`src/rtl/sram_rd_arbiter.sv`:
```
`default_nettype none
// ============================================================================
// Module   : sram_rd_arbiter
// Purpose  : Two-master (IFU, LSU) to one-slave AXI-lite read-channel
//            arbiter for the shared instruction/data SRAM read port. Only one
//            read is outstanding at a time; write channels do not pass here.
// Ports    : clk, rst         - clock, synchronous active-high reset
//            ifu_ar*/ifu_r*   - IFU read master (AR in, R out)
//            lsu_ar*/lsu_r*   - LSU read master (AR in, R out)
//            s_ar*/s_r*       - SRAM read slave (AR out, R in)
// Options  : SRAM_ARB_RR_EN   - when defined, round-robin tie-break with a
//                               last_grant register; otherwise LSU > IFU.
// Revision : 1.0 - initial release
// ============================================================================
module sram_rd_arbiter #(
   parameter int                ADDR_W   = 32,
   parameter int                DATA_W   = 32,
   parameter logic [DATA_W-1:0] NOP_WORD = 32'h00000013
) (
   input  logic              clk,
   input  logic              rst,
   input  logic [ADDR_W-1:0] ifu_araddr,
   input  logic              ifu_arvalid,
   output logic              ifu_arready,
   output logic [DATA_W-1:0] ifu_rdata,
   output logic [1:0]        ifu_rresp,
   output logic              ifu_rvalid,
   input  logic              ifu_rready,
   input  logic [ADDR_W-1:0] lsu_araddr,
   input  logic              lsu_arvalid,
   output logic              lsu_arready,
   output logic [DATA_W-1:0] lsu_rdata,
   output logic [1:0]        lsu_rresp,
   output logic              lsu_rvalid,
   input  logic              lsu_rready,
   output logic [ADDR_W-1:0] s_araddr,
   output logic              s_arvalid,
   input  logic              s_arready,
   input  logic [DATA_W-1:0] s_rdata,
   input  logic [1:0]        s_rresp,
   input  logic              s_rvalid,
   output logic              s_rready
);

   localparam logic [1:0] S_IDLE  = 2'd0;
   localparam logic [1:0] S_ADDR  = 2'd1;
   localparam logic [1:0] S_DATA  = 2'd2;

   localparam logic       OWN_IFU = 1'b0;
   localparam logic       OWN_LSU = 1'b1;

   logic [1:0] r_state;
   logic [1:0] w_next_state;
   logic       r_owner;
   logic       w_next_owner;
   logic       w_winner;
   logic       w_any_req;
   logic       w_own_arvalid;
   logic       w_own_rready;

   assign w_any_req     = ifu_arvalid | lsu_arvalid;
   assign w_own_arvalid = (r_owner == OWN_LSU) ? lsu_arvalid : ifu_arvalid;
   assign w_own_rready  = (r_owner == OWN_LSU) ? lsu_rready  : ifu_rready;

`ifdef SRAM_ARB_RR_EN
   // Reset value LSU makes the IFU win the first tie.
   logic r_last_grant;

   always_ff @(posedge clk) begin
      if (rst) begin
         r_last_grant <= OWN_LSU;
      end else if ((r_state == S_IDLE) && w_any_req) begin
         r_last_grant <= w_winner;
      end
   end

   always_comb begin
      if (ifu_arvalid && lsu_arvalid) begin
         w_winner = ~r_last_grant;
      end else begin
         w_winner = lsu_arvalid ? OWN_LSU : OWN_IFU;
      end
   end
`else
   assign w_winner = lsu_arvalid ? OWN_LSU : OWN_IFU;
`endif

   // State and owner registers
   always_ff @(posedge clk) begin
      if (rst) begin
         r_state <= S_IDLE;
         r_owner <= OWN_IFU;
      end else begin
         r_state <= w_next_state;
         r_owner <= w_next_owner;
      end
   end

   // Next-state logic
   always_comb begin
      w_next_state = r_state;
      w_next_owner = r_owner;
      case (r_state)
         S_IDLE: begin
            if (w_any_req) begin
               w_next_state = S_ADDR;
               w_next_owner = w_winner;
            end
         end
         S_ADDR: begin
            // An owner withdrawing its request abandons the grant.
            if (!w_own_arvalid) begin
               w_next_state = S_IDLE;
            end else if (s_arready) begin
               w_next_state = S_DATA;
            end
         end
         S_DATA: begin
            if (s_rvalid && w_own_rready) begin
               w_next_state = S_IDLE;
            end
         end
         default: w_next_state = S_IDLE;
      endcase
   end

   // Output logic
   always_comb begin
      ifu_arready = 1'b0;
      ifu_rvalid  = 1'b0;
      ifu_rdata   = NOP_WORD;
      ifu_rresp   = 2'b00;
      lsu_arready = 1'b0;
      lsu_rvalid  = 1'b0;
      lsu_rdata   = '0;
      lsu_rresp   = 2'b00;
      s_araddr    = '0;
      s_arvalid   = 1'b0;
      s_rready    = 1'b0;
      case (r_state)
         S_ADDR: begin
            s_araddr  = (r_owner == OWN_LSU) ? lsu_araddr : ifu_araddr;
            s_arvalid = w_own_arvalid;
            if (r_owner == OWN_LSU) begin
               lsu_arready = s_arready;
            end else begin
               ifu_arready = s_arready;
            end
         end
         S_DATA: begin
            s_rready = w_own_rready;
            if (r_owner == OWN_LSU) begin
               lsu_rvalid = s_rvalid;
               if (s_rvalid) begin
                  lsu_rdata = s_rdata;
                  lsu_rresp = s_rresp;
               end
            end else begin
               ifu_rvalid = s_rvalid;
               if (s_rvalid) begin
                  ifu_rdata = s_rdata;
                  ifu_rresp = s_rresp;
               end
            end
         end
         default: begin
            // Idle drains any stray slave beat without forwarding it.
            s_rready = 1'b1;
         end
      endcase
   end

endmodule
`default_nettype wire

```
`config.mk`:
```
export PLATFORM = sky130hd
export DESIGN_NAME = sram_rd_arbiter
export DESIGN_NICKNAME = d
export VERILOG_FILES = /design/src/rtl/sram_rd_arbiter.sv
export SDC_FILE = /design/constraint.sdc
export NUM_CORES = 1
export LEC_CHECK = 0
export BUFFER_PORTS_ARGS = -buffer_cell sky130_fd_sc_hd__buf_2
export CAP_MARGIN = 20
export CORE_AREA = 2 2 82 84
export DETAILED_ROUTE_END_ITERATION = 7
export DIE_AREA = 0 0 84 86
export GPL_ROUTABILITY_DRIVEN = 1
export PLACE_DENSITY = 0.71
export SLEW_MARGIN = 40
export SYNTH_ARGS = -nofsm -noshare
export SYNTH_HDL_FRONTEND = slang
export SYNTH_SLANG_ARGS = --single-unit
```
`constraint.sdc`:
```
create_clock -name clk -period 1.78 [get_ports clk]
set_clock_uncertainty 0.05 [all_clocks]
set_input_delay 0.089 -clock clk [delete_from_list [all_inputs] [get_ports clk]]
set_output_delay 0.089 -clock clk [all_outputs]
set_load 0.02 [all_outputs]
```
==> results_dict.tcl, run 1 <==
set metrics [dict create \
    first_pass_iters 3 \
    synthTopCellsByCount "and2_1 (66), nor2_1 (36), mux2i_1 (33), buf_6 (5), nand2_1 (5)" \
    p_sw_mw 0.5907 \
    syn_nets 283 \
    tightest_slew_ns 0.3152 \
    drt_iter0_drc 23 \
    cts.sinks 3 \
    period_share 0.9467 \
    dieArea_mm2 0.007224 \
    cts_tree "built" \
    diodes 0 \
    ys_seq_area_frac 0.04969 \
    cp.arrival_ns 1.55 \
    drv_slew 0 \
    postSynthAreaPerCell_um2 6.829 \
    nets 488 \
    syn2layout_area_growth_pct 95.03 \
    grt_pass1_wl_um 7783 \
    required_ns 1.64 \
    clkPwrFrac 0.165 \
    power_density_mw_per_mm2 508.6 \
    drt_wl_total_um 5274 \
    finalHoldViolations 0 \
    die_h_um 86 \
    yosysUniqueCellTypes 24 \
    synth_most_common_cell "and2_1" \
    p_int_mw 0.6081 \
    async_flop_share 0 \
    yosysWarnings 0 \
    cpPeakStageDelay_ns 0.32 \
    synth_seq_cells 3 \
    dp_hpwl_um 4749 \
    synth.area.top_cells "and2_1 (34%), mux2i_1 (27%), nor2_1 (11%)" \
    fin_tns_setup_ns 0 \
    crit_fanout 28 \
    first_global_vias 1602 \
    cp-end-kind "output pin" \
    avgViaCountPerCell 4.157 \
    ant_nets 0 \
    seqPwrFrac 0.087 \
    clock_path_buffers 2 \
    cellLeakagePower_nw 1.487 \
    cp_slowest_cell "dfxtp_1" \
    io_pins 212 \
    place.gp.congestion 0.7764 \
    nFillCells 663 \
    drc 0 \
    grt_max_degree 36 \
    avgRoutedWirePerCell_um 11.52 \
    clkLatencyLatePin_ns 0.22 \
    status "complete, no violations" \
    via_count 1904 \
    max_freq_mhz 593.4 \
    port_buffers 211 \
    critical_path.top_delay_family "simple AND/OR/NAND/NOR gates" \
    root_buffer "clkbuf_8" \
    cts_max_level 1 \
    finalPower_mw 1.199 \
    core_mm2 0.006277 \
    crit_path_cell_trace "and2b_4 > nand2_1 > nor2_4 > buf_12 > and2_1 > buf_2" \
    hp-class "in2reg" \
    yosys.area.top_type "and2_1" \
    combPwrFrac 0.748 \
    peakVddDrop_v 0.0003046 \
    multi_input_area_mm2 0.001037 \
    syn_area_mm2 0.001209 \
    start_util 0.1925 \
    antenna_found_initial 0 \
    drv_cap 0 \
    die_w_um 84 \
    path_clk_slew_ns 0.03 \
    synth_edf_count 0 \
    rsz0062_at_grt "no" \
    ys.flop_type "dfxtp_1" \
    synth_top_area_frac 0.3416 \
    regArea_um2 61.31 \
    drive_gt1_frac 0.5827 \
    grt_use_total 0.1325 \
    path_class "reg2out" \
    startpoint_type "register" \
    cts_made_buffers 3 \
    grt-ovfl-total 0 \
    final-setup-viol-count 0 \
    p_sw_frac 0.4927 \
    synthCells 177 \
    crit_buf_inv 2 \
    timing.final.crit_period_ns 1.685 \
    row_count 29 \
    max_slew_margin 0.7899 \
]
-- registers in the layout, indices dropped and copies added, names as in the netlist --
register	count
r_state	2
r_owner	1
-- power by group through the flow --
stage	combinational [mW]	sequential [mW]	clock (mW)
5_1_grt	0.975	0.107	0.211
6_report	0.897	0.104	0.198
4_1_cts	0.909	0.103	0.204
3_3_place_gp	0.897	0.102	0
3_5_place_dp	0.906	0.104	0
2_1_floorplan	0.586	0.0905	0
-- worst min-delay path, stage by stage --
cell,delay (ns)
buf_2,0.10
a22oi_1,0.07
nor2_1,0.07
-- worst paths after layout --
| path | from | end | slack, ns | cells after the start |
|---|---|---|---|---|
| worst min register to register | r_state[1] | r_state[1] | 0.51 | 2 |
| worst max-delay path | r_state[0] | ifu_rdata[23] | 0.09 | 6 |
| worst max register to register | r_owner | r_state[1] | 0.43 | 4 |
| worst min-delay path | lsu_arvalid | r_owner | 0.11 | 3 |
-- cell families (layout without fill, tap and decap cells) --
logic type,count (synthesis),count (layout),share of synthesized area
muxes,34,34,0.2857
buffers and inverters,16,220,0.09626
DFF,3,3,0.04969
AOI/OAI and AO/OA,6,6,0.03002
and+or+nand+nor,118,118,0.5383
-- routing by layer --
metal | GRT usage | vias up | wire length (µm)
met5 | 0 | - | 0
met4 | 0.03079 | 0 | 43
met3 | 0.01925 | 4 | 531
met2 | 0.2538 | 126 | 2719
met1 | 0.1549 | 799 | 1979
li1 | - | 975 | -
-- what timing repair did --
item | in CTS | in global routing
resized for setup | 0 | 1
endpoints found under the setup margin | 0 | 27
hold endpoints to repair | 1 | 0
hold buffers | 1 | 0
buffers inserted | 0 | 0
-- cells in the final DEF, fill, tap and decap left out, types with 2 or more instances in the layout --
cell | synthesis | routed
nor2_1 | 36 | 36
mux2i_1 | 33 | 33
buf_2 | 3 | 211
nand2_1 | 5 | 5
dfxtp_1 | 3 | 2
and2_1 | 66 | 66
clkbuf_8 | 0 | 3
buf_12 | 0 | 2
a21oi_1 | 3 | 3
or3_1 | 3 | 3
-- through the flow --
step	std cells	cell area [µm²]	setup WS, ns	utilization	hold WS (ns)
2_1_floorplan	177	1209	0.4211	-	0.1111
3_3_place_gp	453	2297	0.3206	0.3660	0.2238
4_1_cts	458	2352	0.03538	0.3747	0.1031
3_5_place_dp	453	2297	0.2651	0.3660	0.2259
5_1_grt	458	2357	0.001080	0.3755	0.1242
6_report	458	2357	0.09493	0.3755	0.1099
-- final cells by class --
type	count	area share
clock buffers	4	0.01911
inverters	1	0.001592
multi-input cells	158	0.4400
flip-flops and latches	3	0.02601
well taps	77	0.04087
repair buffers	215	0.4724
Power figures use the tool's default switching activity.
==> run 2: changes to the inputs <==
CORE_AREA = 2 2 81 83   (was 2 2 82 84)
DIE_AREA = 0 0 83 85   (was 0 0 84 86)
PLACE_DENSITY = 0.72   (was 0.71)
clock period = 1.7 ns   (was 1.78 ns; I/O delays follow)
==> run 2 against run 1 <==
Count of clock-buffer cells in the layout unchanged. Via count up 3.4%. Non-clock buffer count up 4. Routed wire length up 9.5%. Final area up 9.6%. Highest routed layer unchanged. Critical path type unchanged. Combinational power up 13%. Die area down 2.3%. Largest power group unchanged. Sequential share of layout area down 0.18 points. Worst setup slack worse by 0.077 ns.
==> results_dict.tcl, run 2 (synthesis gave the netlist of run 1 again) <==
set metrics [dict create \
    status "complete, no violations" \
    wl_met3_um 490 \
    die_h_um 85 \
    startpoint_type "register" \
    regArea_um2 62.56 \
    avgRoutedWirePerCell_um 12.50 \
    largest_register "r_state" \
    port_buffers 211 \
    grt_max_degree 36 \
    crit_fanout 16 \
    mostFrequentLayoutCells "buf_2 (182), and2_1 (58), nor2_1 (36)" \
    drv_slew 0 \
    drc 0 \
    rsz0062_at_grt "yes" \
    power_density_mw_per_mm2 514.2 \
    final-setup-viol-count 0 \
    finalHoldViolations 0 \
    cts_tree "built" \
    core_mm2 0.006205 \
    max_slew_margin 0.8004 \
    path_class "reg2out" \
    timing.final.crit_period_ns 1.682 \
    multi_input_area_mm2 0.001065 \
    grt-ovfl-total 0 \
    cts_max_level 1 \
    antenna_found_initial 0 \
    first_global_vias 1721 \
    drive_gt1_frac 0.6130 \
    largest_register_ffs 2 \
    max_freq_mhz 594.4 \
    root_buffer "clkbuf_8" \
    die_w_um 83 \
    p_sw_frac 0.4817 \
    clock_path_buffers 2 \
    post_dp_cell_area_mm2 0.002297 \
    grt_use_total 0.1393 \
    hp-class "in2reg" \
    p_int_mw 0.6886 \
    hold_ws_ns 0.1031 \
    route.met2.wl_um 3063 \
    row_count 29 \
    syn2layout_area_growth_pct 113.8 \
    required_ns 1.56 \
    cp.arrival_ns 1.55 \
    cellLeakagePower_nw 1.545 \
    top_layer_used "met4" \
    drt_iter0_drc 21 \
    final_common_cell "buf_2" \
    start_util 0.1948 \
    cp-end-kind "output pin" \
    drt_wl_total_um 5774 \
    nFillCells 644 \
    p_sw_mw 0.6400 \
    clkPwrFrac 0.157 \
    ant_nets 0 \
    place.gp.congestion 0.8231 \
    cts_made_buffers 3 \
    nets 492 \
    path_clk_slew_ns 0.03 \
    peakVddDrop_v 0.0002651 \
    io_pins 212 \
    wl_met1_um 2177 \
    clkLatencyLatePin_ns 0.22 \
    avgViaCountPerCell 4.260 \
    fin_tns_setup_ns 0 \
    grt_pass1_wl_um 8079 \
    drv_cap 0 \
    combPwrFrac 0.760 \
    tightest_slew_ns 0.2994 \
    reg_top3 "r_state x2, r_owner x1" \
    diodes 0 \
    dieArea_mm2 0.007055 \
    cts.sinks 3 \
    dp_hpwl_um 4779 \
    first_pass_iters 4 \
    seqPwrFrac 0.083 \
    stdcell_area_mm2 0.002584 \
    via_count 1968 \
    period_share 0.9897 \
]
## run 2: layer usage
| layer | vias up | track usage |
|---|---|---|
| li1 | 986 | - |
| met1 | 852 | 0.1576 |
| met2 | 126 | 0.2698 |
| met3 | 4 | 0.02529 |
| met4 | 0 | 0.03130 |
| met5 | - | 0 |
## run 2: worst paths after layout
kind	start	endpoint	slack, ns	cells past startpoint
max	r_state[0]	ifu_rdata[6]	0.02	6
min	lsu_arvalid	r_owner	0.10	3
max reg2reg	r_owner	r_state[1]	0.36	4
min reg2reg	r_state[1]	r_state[1]	0.51	2
## run 2: timing repair
| item | in CTS | in global routing |
|---|---|---|
| setup endpoints to repair | 1 | 65 |
| endpoints found under the hold margin | 1 | 0 |
| hold buffers | 1 | 0 |
| pin swaps | 0 | 3 |
| setup buffers | 0 | 2 |
| gates cloned | 0 | 2 |
| resized for setup | 1 | 56 |
## run 2: through the flow
| stage | power, mW | util | worst slack (ns) | instances |
|---|---|---|---|---|
| after detailed placement | 1.059 | 0.3702 | 0.2304 | 453 |
| after floorplan | 0.7083 | - | 0.3451 | 177 |
| final | 1.329 | 0.4164 | 0.01759 | 462 |
| after global routing | 1.422 | 0.4164 | -0.05245 | 462 |
| after global placement | 1.047 | 0.3702 | 0.2901 | 453 |
| after CTS | 1.274 | 0.3795 | 0.004569 | 458 |
## run 2: cell type report
type	count	share of cell area
repair buffers	219	0.5075
multi-input cells	158	0.4121
inverters	1	0.001453
flip-flops and latches	3	0.02421
clock buffers	4	0.01743
well taps	77	0.03729
## run 2: critical path, cell delays in order (launching register included)
cell,delay [ns]
dfxtp_2,0.32
and2b_4,0.28
nand2_4,0.06
nor2_4,0.20
clkbuf_16,0.20
and2_1,0.13
buf_4,0.14
## run 2: power groups by stage
stage               clock network, mW  logic (mW)  registers (mW)
finish                          0.209        1.01           0.110
global route                    0.216        1.09           0.113
CTS                             0.212       0.953           0.108
detailed placement                  0       0.949           0.109
global placement                    0       0.940           0.107
floorplan                           0       0.614          0.0948
==> run 3: changes to the inputs <==
--- a/config.mk
+++ b/config.mk
@@ -8,9 +8,11 @@
 export BUFFER_PORTS_ARGS = -buffer_cell sky130_fd_sc_hd__buf_2
 export CAP_MARGIN = 20
-export CORE_AREA = 2 2 81 83
+export CELL_PAD_IN_SITES_DETAIL_PLACEMENT = 1
+export CELL_PAD_IN_SITES_GLOBAL_PLACEMENT = 2
+export CORE_AREA = 2 2 113 115
 export DETAILED_ROUTE_END_ITERATION = 7
-export DIE_AREA = 0 0 83 85
+export DIE_AREA = 0 0 115 117
 export GPL_ROUTABILITY_DRIVEN = 1
-export PLACE_DENSITY = 0.72
+export PLACE_DENSITY = 0.88
 export SLEW_MARGIN = 40
 export SYNTH_ARGS = -nofsm -noshare
--- a/constraint.sdc
+++ b/constraint.sdc
@@ -3,3 +3,3 @@
 set_input_delay 0.085 -clock clk [delete_from_list [all_inputs] [get_ports clk]]
 set_output_delay 0.085 -clock clk [all_outputs]
-set_load 0.02 [all_outputs]
+set_load 0.1 [all_outputs]
==> run 3 against run 2 <==
The run now ends with setup timing left. Final area up 76%. Global-route usage fell by 3.8 points. Combinational power rose to 2.9 times the previous value. Sequential cell count unchanged. Register-to-register slack lost 0.04 ns. Final cell count rose by 18%. Clock power increased by 79%. Power increased to 2.6 times the previous value. Critical path depth is 1 lower. Via count rose by 8.1%. Maximum frequency decreased by 2.5%. Critical endpoint is now lsu_rdata[3].
==> results_dict.tcl, run 3 (synthesis gave the netlist of run 1 again) <==
set metrics [dict create \
    status "finished with violations" \
    failed_checks "setup timing" \
    cp_slowest_cell "and3_4" \
    grt_max_degree 36 \
    cpPeakStageDelay_ns 0.30 \
    clock_path_buffers 2 \
    peakVddDrop_v 0.0004391 \
    dieArea_mm2 0.01346 \
    critical_path.top_delay_family "simple AND/OR/NAND/NOR gates" \
    min_from "rst" \
    max_slew_margin 0.8107 \
    ant_nets 0 \
    cp.arrival_ns 1.59 \
    startpoint_type "register" \
    syn2layout_area_growth_pct 276.8 \
    finalHoldViolations 0 \
    cts.sinks 3 \
    tightest_slew_ns 0.2760 \
    row_count 41 \
    io_pins 212 \
    antenna_found_initial 0 \
    place.gp.congestion 0.6849 \
    via_count 2127 \
    crit_path_cell_trace "and2b_4 > buf_6 > and3_4 > and2_2 > buf_12" \
    clkLatencyLatePin_ns 0.22 \
    whs_endpoint "r_owner" \
    grt_pass1_wl_um 11030 \
    die_w_um 115 \
    cts_made_buffers 3 \
    dp_hpwl_um 6632 \
    path_clk_slew_ns 0.03 \
    crit_fanout 17 \
    avgRoutedWirePerCell_um 14.75 \
    cellLeakagePower_nw 1.980 \
    fin_cells 543 \
    port_buffers 211 \
    grt-ovfl-total 0 \
    place_inst 529 \
    largest_register_ffs 2 \
    grt_use_total 0.1016 \
    drive_gt1_frac 0.8728 \
    largest_register "r_state" \
    root_buffer "clkbuf_16" \
    diodes 0 \
    crit_buf_inv 2 \
    first_global_vias 2242 \
    rsz0062_at_grt "yes" \
    mostFrequentLayoutCells "buf_12 (106), buf_2 (105), and2_4 (40)" \
    drv_cap 0 \
    cts_tree "built" \
    path_class "reg2out" \
    max_freq_mhz 579.7 \
    start_util 0.09817 \
    setup_ws_ns -0.02495 \
    period_share 1.015 \
    rrSetupSlack_ns 0.32 \
    hold_path_depth 2 \
    r2r_end "r_state[1]" \
    drt_iter0_drc 40 \
    die_h_um 117 \
    core_mm2 0.01231 \
    drc 0 \
    avgViaCountPerCell 3.917 \
    required_ns 1.56 \
    timing.final.crit_period_ns 1.725 \
    reg2reg_from "r_owner" \
    reg_top3 "r_state x2, r_owner x1" \
    power_density_mw_per_mm2 751.9 \
    cts_max_level 1 \
    hp-class "in2reg" \
    final-setup-viol-count 22 \
    ff2ff_path_depth 4 \
    first_pass_iters 2 \
    drv_slew 0 \
    drt_wl_total_um 8011 \
    hold_ws_ns 0.007282 \
    final_common_cell "buf_12" \
    cp-end-kind "output pin" \
    nets 500 \
]
## run 3: worst reg2reg max path: stages, from the launching register on
cell and delay (ns):
dfxtp_4 0.45, mux2_4 0.33, and2_2 0.20, a21oi_1 0.12, a311oi_1 0.10
## run 3: layer usage
metal  track usage  part of all wire  vias to the layer above
met5             0                 0                        -
met4       0.02490             0.018                        0
met3       0.02987             0.099                        8
met2        0.2106              0.56                      150
met1       0.09683              0.32                      963
li1              -                 -                     1006
## run 3: worst max-delay path by stage
stage | from | endpoint | slack, ns | cells after the start
floorplan | r_owner | s_araddr[5] | -0.47 | 4
global placement | r_state[0] | lsu_rdata[4] | 0.17 | 4
detailed placement | r_owner | lsu_rdata[10] | 0.13 | 3
CTS | r_state[0] | lsu_rdata[16] | -0.10 | 4
global route | r_state[0] | lsu_rdata[3] | -0.09 | 5
finish | r_state[0] | lsu_rdata[3] | -0.02 | 5
## run 3: where the power goes
group | switching, mW | internal, mW | leakage (nW) | total, mW
registers | 0.0232 | 0.0859 | 0.0255 | 0.109
clock network | 0.0644 | 0.310 | 0.0382 | 0.374
logic | 1.87 | 1.07 | 1.92 | 2.94
## run 3: area by class of cell
cell class | count | area (µm²)
Fill cell | 1332 | 7757
Multi-Input combinational cell | 159 | 1399
Tap cell | 150 | 187.7
Clock buffer | 4 | 78.83
Sequential cell | 3 | 63.81
Timing Repair Buffer | 226 | 2821
Inverter | 1 | 3.754
## run 3: timing repair
action / CTS / global route
endpoints found under the setup margin: 87 / 78
gates resized for setup: 4 / 50
pin swaps: 5 / 33
gates cloned: 0 / 4
setup buffers: 0 / 6
hold buffers: 0 / 0
## run 3: per-stage QoR
| stage | area (µm²) | util | setup TNS [ns] | power (mW) | setup WS [ns] |
|---|---|---|---|---|---|
| 2_1_floorplan | 1471 | - | -4.677 | 1.914 | -0.4666 |
| 3_3_place_gp | 4218 | 0.3426 | 0 | 2.895 | 0.1733 |
| 3_5_place_dp | 4218 | 0.3426 | 0 | 2.939 | 0.1283 |
| 4_1_cts | 4308 | 0.3499 | -5.052 | 3.325 | -0.1025 |
| 5_1_grt | 4554 | 0.3699 | -3.115 | 3.542 | -0.08870 |
| 6_report | 4554 | 0.3699 | -0.2966 | 3.425 | -0.02495 |
